--- src/rtl/booth_operand_sequencer.sv ---
// Operand feeder for the Booth multiplier: buffers {m,r} pairs in a FIFO,
// issues one at a time with a start pulse, and retires on done or watchdog.
module booth_operand_sequencer #(
    parameter int DEPTH    = 4,
    parameter int MAX_WAIT = 40
) (
    input  logic                     clk,
    input  logic                     rst_n,
    input  logic                     in_valid,
    output logic                     in_ready,
    input  logic [31:0]              in_m,
    input  logic [31:0]              in_r,
    output logic [31:0]              mul_m,
    output logic [31:0]              mul_r,
    output logic                     mul_start,
    input  logic                     mul_done,
    input  logic                     err_clr,
    output logic                     busy,
    output logic                     err_timeout,
    output logic [15:0]              retired_cnt,
    output logic [$clog2(DEPTH):0]   fifo_count
);

    localparam int AW = $clog2(DEPTH);
    localparam int WW = $clog2(MAX_WAIT);
    localparam logic [AW:0]    FULL_CNT  = (AW+1)'(DEPTH);
    localparam logic [AW:0]    CNT_ONE   = (AW+1)'(1);
    localparam logic [AW-1:0]  PTR_ONE   = AW'(1);
    localparam logic [WW-1:0]  WAIT_LAST = WW'(MAX_WAIT - 1);
    localparam logic [WW-1:0]  WAIT_ONE  = WW'(1);

    typedef enum logic [1:0] {IDLE, START, WAIT, RETIRE} state_t;

    state_t        state;
    state_t        next_state;
    logic [31:0]   mem_m [DEPTH];
    logic [31:0]   mem_r [DEPTH];
    logic [AW-1:0] wr_ptr;
    logic [AW-1:0] rd_ptr;
    logic [WW-1:0] wait_cnt;
    logic          push;
    logic          pop;
    logic          issue;
    logic          timeout;

    // Handshake: a pair transfers on any rising edge where in_valid && in_ready.
    // in_ready depends only on registered occupancy, so a full FIFO never
    // accepts even when the head is popping in the same cycle.
    assign in_ready = (fifo_count < FULL_CNT);
    assign push     = in_valid && in_ready;
    // A still-high done from the previous operation holds off the next issue.
    assign issue    = (state == IDLE) && (fifo_count != '0) && !mul_done;
    assign timeout  = (state == WAIT) && !mul_done && (wait_cnt == WAIT_LAST);
    assign pop      = (state == RETIRE) || timeout;

    always_ff @(posedge clk) begin
        if (!rst_n) begin
            state <= IDLE;
        end else begin
            state <= next_state;
        end
    end

    always_comb begin
        next_state = state;
        case (state)
            IDLE:    if (issue) next_state = START;
            START:   next_state = WAIT;
            WAIT: begin
                if (mul_done) begin
                    next_state = RETIRE;
                end else if (timeout) begin
                    next_state = IDLE;
                end
            end
            RETIRE:  next_state = IDLE;
            default: next_state = IDLE;
        endcase
    end

    always_comb begin
        mul_start = (state == START);
        busy      = (state != IDLE);
    end

    always_ff @(posedge clk) begin
        if (!rst_n) begin
            wr_ptr     <= '0;
            rd_ptr     <= '0;
            fifo_count <= '0;
        end else begin
            if (push) wr_ptr <= wr_ptr + PTR_ONE;
            if (pop)  rd_ptr <= rd_ptr + PTR_ONE;
            case ({push, pop})
                2'b10:   fifo_count <= fifo_count + CNT_ONE;
                2'b01:   fifo_count <= fifo_count - CNT_ONE;
                default: fifo_count <= fifo_count;
            endcase
        end
    end

    // Storage needs no reset; occupancy alone says which entries are live.
    always_ff @(posedge clk) begin
        if (rst_n && push) begin
            mem_m[wr_ptr] <= in_m;
            mem_r[wr_ptr] <= in_r;
        end
    end

    always_ff @(posedge clk) begin
        if (!rst_n) begin
            mul_m <= '0;
            mul_r <= '0;
        end else if (issue) begin
            mul_m <= mem_m[rd_ptr];
            mul_r <= mem_r[rd_ptr];
        end
    end

    always_ff @(posedge clk) begin
        if (!rst_n) begin
            wait_cnt <= '0;
        end else if (state == START) begin
            wait_cnt <= '0;
        end else if (state == WAIT) begin
            wait_cnt <= wait_cnt + WAIT_ONE;
        end
    end

    always_ff @(posedge clk) begin
        if (!rst_n) begin
            err_timeout <= 1'b0;
        end else if (timeout) begin
            err_timeout <= 1'b1;
        end else if (err_clr) begin
            err_timeout <= 1'b0;
        end
    end

    always_ff @(posedge clk) begin
        if (!rst_n) begin
            retired_cnt <= '0;
        end else if (state == RETIRE) begin
            retired_cnt <= retired_cnt + 16'd1;
        end
    end

endmodule

--- config.mk ---
export PLATFORM = sky130hd
export DESIGN_NAME = booth_operand_sequencer
export DESIGN_NICKNAME = d
export VERILOG_FILES = /design/src/rtl/booth_operand_sequencer.sv
export SDC_FILE = /design/constraint.sdc
export NUM_CORES = 1
export LEC_CHECK = 0
export CAP_MARGIN = 20
export CORE_MARGIN = 1.5
export CORE_UTILIZATION = 55
export CTS_BUF_LIST = sky130_fd_sc_hd__clkbuf_4 sky130_fd_sc_hd__clkbuf_8
export CTS_CLUSTER_SIZE = 8
export DETAILED_ROUTE_END_ITERATION = 16
export PLACE_DENSITY = 0.79
export SETUP_SLACK_MARGIN = 0.2
export SLEW_MARGIN = 20
export SYNTH_ARGS = -nofsm -noshare
export SYNTH_HDL_FRONTEND = slang
export SYNTH_SLANG_ARGS = --single-unit
--- constraint.sdc ---
create_clock -name clk -period 3.35 [get_ports clk]
set_input_delay 0.5025 -clock clk [delete_from_list [all_inputs] [get_ports clk]]
set_output_delay 0.5025 -clock clk [all_outputs]
set_load 0.005 [all_outputs]
==> impl_metrics.py, run 1 <==
metrics = {
    "outcome": {
        "outcome": "finished, final reports clean",
    },
    "timing": {
        "setup_viol": 0,
        "timing.final.crit_period_ps": 2410,
        "finalHoldViolations": 0,
        "rsz0062_at_grt": "no",
        "relSlewSlack_pct": 33.6,
        "tightest_slew_ps": 996,
        "setup_tns_ps": 0,
        "clock.fmax_mhz": 416,
        "drv_slew": 0,
        "finalCritPeriodShare_pct": 71.8,
        "skew_ps": 15.5,
    },
    "worst_setup_path": {
        "crit_required_ps": 3830,
        "critPathBufInv": 1,
        "reg2reg_slack_ps": 940,
        "cp.arrival_ps": 2890,
        "reg2reg_from": "wait_cnt[0]",
        "critPathMaxFanout": 3,
        "slowest_stage": "fa_1",
        "cp_slowest_stage_delay_ps": 370,
        "cp_common_cell": "ha_1",
        "end_kind": "flip-flop",
        "start_kind": "flip-flop",
        "crit_family": "adder cells",
        "cp_cell_sequence": "ha_1 > nand4bb_1 > nor3b_1 > o21a_1 > ha_1 > inv_1 > fa_1 > xor2_1 > or3_1 > a21oi_1",
        "path_class": "flip-flop to flip-flop",
        "critPathLaunch": "wait_cnt[0]",
    },
    "place": {
        "place_inst": 1238,
        "port_buffers": 155,
        "dp_hpwl_um": 15300,
        "place.gp.congestion": 0.767,
    },
    "yosys": {
        "yosysWarningCount": 0,
        "syn_area_mm2": 0.0130,
        "yosysTopAreaCell": "edfxtp_1",
        "netlist_top_cells_area": "edfxtp_1, dfxtp_1, mux4_2",
        "ys_seq_area_share_pct": 74.1,
        "synth_top_area_share_pct": 59.3,
        "yosys_register_bits": 352,
        "ys_types": 35,
        "syn-num-nets": 866,
        "syn_inst": 789,
        "synth_area_per_cell_um2": 16.4,
    },
    "clock_tree": {
        "cts_sinks": 352,
        "clk_latency_ps": 570,
        "ctsHoldBuffers": 0,
        "cts_resized": 0,
        "post_cts_buffers": 0,
        "cts_buffers": 54,
        "cts_root_buf": "clkbuf_8",
        "cts.clk_slew.worst_paths_ps": 60,
        "clk_path_buf_depth": 3,
        "h-tree-depth": 2,
        "cts_tree": "done",
    },
    "die": {
        "die_area_mm2": 0.0245,
        "core_mm2": 0.0233,
        "die_h_um": 157,
        "pin_count": 156,
        "initial_core_util_pct": 55.6,
        "dieWidth_um": 157,
        "rows": 56,
    },
    "pwr": {
        "ir_worst_vdd_mv": 0.365,
        "power.density_mw_per_mm2": 567,
        "p_leak_uw": 0.00525,
    },
    "global_route": {
        "grtUsageTotal_pct": 21.2,
        "grt_pass1_vias": 7345,
        "antenna_found_initial": 1,
        "grt_max_degree": 67,
        "overflow": 0,
        "grt_pass1_wl_um": 39400,
    },
    "layout": {
        "diodes": 0,
        "layout_commonest_cell": "edfxtp_1",
        "fin_util_pct": 69.0,
        "syn2layout_area_growth_pct": 24.2,
        "multi_input_area_mm2": 0.00313,
        "register_area_mm2": 0.00962,
        "final_cell_mix": "edfxtp_1, clkdlybuf4s50_1, nand2_1, dfxtp_1, a21oi_1",
        "fin_cells": 1339,
        "drive_gt1_share_pct": 18.5,
        "nFillCells": 1532,
        "finalNetCount": 1052,
    },
    "route": {
        "wirelength_um": 25200,
        "viasPerCell": 5.41,
        "drtIter0Drc": 557,
        "wl_per_cell_um": 18.8,
        "vias": 7246,
        "ant_nets": 0,
        "post-route-drc-count": 0,
        "drtPass1Iterations": 5,
    },
    "hold_path": {
        "worstHoldStart": "mul_r[29]",
        "hold_path_class": "flip-flop to flip-flop",
    },
    "run": {
        "maxCapViolCount": 0,
    },
}
routing by layer:
layer  wire, um  up-vias  global-route usage [%]
met2      12500      235                    35.5
li1           -     3343                       -
met3       1630       30                    4.57
met5         13        -                       0
met4        374        2                    5.62
met1      10700     3636                    28.5
where the power goes:
part | total [uW] | internal, uW | switching [uW]
clock | 3620 | 2070 | 1550
combinational | 614 | 305 | 310
sequential | 4900 | 4830 | 68.0
total | 9130 | 7210 | 1930
state kept, by name (all words and copies together), names as in the netlist, 3 cells and up:
register     cells
retired_cnt     16
mem_m          128
fifo_count       3
mem_r          128
mul_r           32
wait_cnt         6
mul_m           32
synth_stat cells (all sizes together):
library cell and instances:
or2 1, and4 5, inv 8, nand4 10, a21oi 71, o21ai 2
ha 7, nor4 1, clkbuf 13, nor2b 5, and3 5, nand4bb 1
mux4 64, nor3 3, xnor2 6, nand3 6, o21a 2, mux2i 5
o31a 1, o31ai 1, fa 1, o211a 1, edfxtp 256, buf 31
dfxtp 96, nand2 139, nand2b 5, nor3b 1, xor2 14, or3 2
nor2 25, and2 1
cell families after synthesis:
family / count (synthesis) / share of synthesized area (%)
adder cells (fa/ha/maj): 8 / 0.830
flip-flops: 352 / 74.1
multiplexers: 69 / 11.5
buffers and inverters: 52 / 2.06
XOR/XNOR: 20 / 1.35
AO/OA/AOI/OAI: 78 / 3.14
AND/OR/NAND/NOR: 210 / 7.02
cell type report:
class | instances | share of cell area, %
Sequential cell | 352 | 59.7
Clock buffer | 93 | 6.63
Timing Repair Buffer | 174 | 11.1
Clock inverter | 8 | 0.420
Inverter | 8 | 0.194
Multi-Input combinational cell | 385 | 19.4
Tap cell | 319 | 2.48
tightest hold or removal path, cell delays in order (launching register included):
cell and delay (ps):
dfxtp_1 310, nand2_1 50, a21oi_1 50
stage by stage:
stage	instance area [um^2]	setup slack, ps	hold WS, ps	total power [uW]
2_1_floorplan	13000	496	453	5250
3_3_place_gp	15000	491	441	5580
3_5_place_dp	15000	460	446	5610
4_1_cts	16100	929	454	9200
5_1_grt	16100	730	476	9460
6_report	16100	944	455	9130
path summary, 6_finish.rpt:
check / endpoint / cells after the start
worst max-delay path: fifo_count[2] / 10
worst max register to register: fifo_count[2] / 10
worst min register to register: mul_r[29] / 2
worst min-delay path: mul_r[29] / 2
Power figures use the tool's default switching activity.
==> inputs of run 2 (changes only) <==
==> constraint.sdc (replaced) <==
create_clock -name clk -period 2.5 [get_ports clk]
set_input_delay 0.375 -clock clk [delete_from_list [all_inputs] [get_ports clk]]
set_output_delay 0.375 -clock clk [all_outputs]
set_load 0.005 [all_outputs]
==> impl_metrics.py, run 2 (synthesis gave the netlist of run 1 again) <==
metrics = {
    "outcome": {
        "outcome": "finished, final reports clean",
    },
    "clock_tree": {
        "clk_latency_ps": 550,
        "cts_root_buf": "clkbuf_8",
        "cts_sinks": 352,
        "ctsHoldBuffers": 0,
        "h-tree-depth": 2,
        "cts_tree": "done",
        "clk_path_buf_depth": 3,
        "cts_buffers": 55,
        "cts.clk_slew.worst_paths_ps": 60,
    },
    "layout": {
        "multi_input_area_mm2": 0.00315,
        "nFillCells": 1529,
        "finalNetCount": 1071,
        "register_area_mm2": 0.00962,
        "final_cell_mix": "edfxtp_1, clkdlybuf4s50_1, nand2_1, dfxtp_1, a21oi_1",
        "layout_commonest_cell": "edfxtp_1",
        "fin_cells": 1358,
        "drive_gt1_share_pct": 20.9,
        "syn2layout_area_growth_pct": 26.1,
        "top_regs": "mem_m x128, mem_r x128",
    },
    "pwr": {
        "power.density_mw_per_mm2": 745,
        "ir_worst_vdd_mv": 0.458,
        "p_leak_uw": 0.00537,
        "p_total_uw": 12200,
    },
    "route": {
        "post-route-drc-count": 0,
        "drtIter0Drc": 476,
        "wirelength_um": 25100,
        "wl_per_cell_um": 18.5,
        "drtPass1Iterations": 4,
        "viasPerCell": 5.32,
        "vias": 7218,
        "ant_nets": 0,
    },
    "global_route": {
        "grtUsageTotal_pct": 21.1,
        "grt_use_met3_pct": 4.65,
        "antenna_found_initial": 2,
        "overflow": 0,
        "grt_pass1_vias": 7317,
        "use_met1_pct": 27.5,
        "grt_max_degree": 67,
        "met2_usage_pct": 35.9,
        "busiest_layer": "met2",
        "grt_pass1_wl_um": 39200,
    },
    "timing": {
        "hold_ws_ps": 450,
        "drv_slew": 0,
        "finalHoldViolations": 0,
        "setup_viol": 0,
        "finalCritPeriodShare_pct": 92.0,
        "relSlewSlack_pct": 56.9,
        "rsz0062_at_grt": "yes",
        "clock.fmax_mhz": 435,
        "skew_ps": 12.9,
        "tightest_slew_ps": 646,
        "timing.final.crit_period_ps": 2300,
    },
    "worst_setup_path": {
        "critPathBufInv": 1,
        "cp_cell_sequence": "ha_4 > nand4bb_1 > nor3b_2 > o21a_1 > ha_2 > inv_1 > fa_2 > xor2_1 > or3_1 > a21oi_2",
        "start_kind": "flip-flop",
        "crit_required_ps": 2980,
        "crit_family": "simple AND/OR/NAND/NOR gates",
        "end_kind": "flip-flop",
        "cp.arrival_ps": 2780,
        "slowest_stage": "or3_1",
        "cp_slowest_stage_delay_ps": 380,
        "critPathMaxFanout": 3,
        "path_class": "flip-flop to flip-flop",
    },
    "die": {
        "initial_core_util_pct": 55.6,
        "core_mm2": 0.0233,
        "die_h_um": 157,
        "die_area_mm2": 0.0245,
        "dieWidth_um": 157,
        "pin_count": 156,
        "rows": 56,
    },
    "hold_path": {
        "hold_path_class": "primary input to flip-flop",
    },
    "place": {
        "place_inst": 1246,
        "port_buffers": 155,
        "dp_hpwl_um": 14800,
        "place.gp.congestion": 0.798,
    },
    "run": {
        "maxCapViolCount": 0,
    },
}
-- run 2: repair_timing --
| item | CTS | global route |
|---|---|---|
| endpoints found under the setup margin | 2 | 1 |
| gates resized for setup | 3 | 6 |
| setup buffers | 7 | 3 |
| pin swaps | 1 | 5 |
-- run 2: final cells by class --
| type | count | area share [%] |
|---|---|---|
| Sequential cell | 352 | 58.9 |
| Clock inverter | 7 | 0.191 |
| Multi-Input combinational cell | 385 | 19.3 |
| Tap cell | 319 | 2.44 |
| Inverter | 8 | 0.191 |
| Timing Repair Buffer | 192 | 12.3 |
| Clock buffer | 94 | 6.69 |
| Antenna cell | 1 | 0.0153 |
-- run 2: worst paths after layout --
kind                             startpoint            end  slack [ps]  depth (start not counted)
worst min-delay path                in_r[7]    mem_r[3][7]         450                          1
worst max register to register  wait_cnt[0]  fifo_count[2]         200                         10
worst max-delay path            wait_cnt[0]  fifo_count[2]         200                         10
worst min register to register    mul_m[17]      mul_m[17]         450                          2
-- run 2: metrics by stage --
| stage | instance area, um^2 | worst slack [ps] | setup TNS, ps | utilization, % |
|---|---|---|---|---|
| after detailed placement | 15100 | -135 | -135 | 64.8 |
| after floorplan | 13000 | 240 | 0 | - |
| after global routing | 16400 | 88.3 | 0 | 70.1 |
| after global placement | 15100 | -92.3 | -92.3 | 64.8 |
| after CTS | 16300 | 190 | 0 | 69.9 |
| final | 16400 | 199 | 0 | 70.1 |
-- run 2: power by group --
part           switching [uW]  leakage [uW]  internal, uW
Sequential               87.9       0.00311          6470
Combinational             418       0.00165           430
Clock                    2040      0.000613          2730
Total                    2550       0.00537          9630
-- run 2: per-layer routing --
layer	part of all wire, %	vias to the layer above
met5	0.052	-
met2	50	201
met4	1.7	2
met3	6.2	37
met1	42	3602
li1	-	3376
-- run 2: worst reg2reg max path, cell delays in order (launching register included) --
cell,delay [ps]
dfxtp_4,360
ha_4,140
nand4bb_1,110
nor3b_2,220
o21a_1,190
ha_2,180
inv_1,50
fa_2,330
xor2_1,160
or3_1,390
a21oi_2,120
==> inputs of run 3 (changes only) <==
--- a/config.mk
+++ b/config.mk
@@ -5,6 +5,7 @@
 export SDC_FILE = /design/constraint.sdc
 export NUM_CORES = 1
 export LEC_CHECK = 0
+export ABC_CLOCK_PERIOD_IN_PS = 2500
 export CAP_MARGIN = 20
 export CORE_MARGIN = 1.5
 export CORE_UTILIZATION = 55
==> results of run 3 <==
Final layout, timing and power as in run 2 (identical DEF).
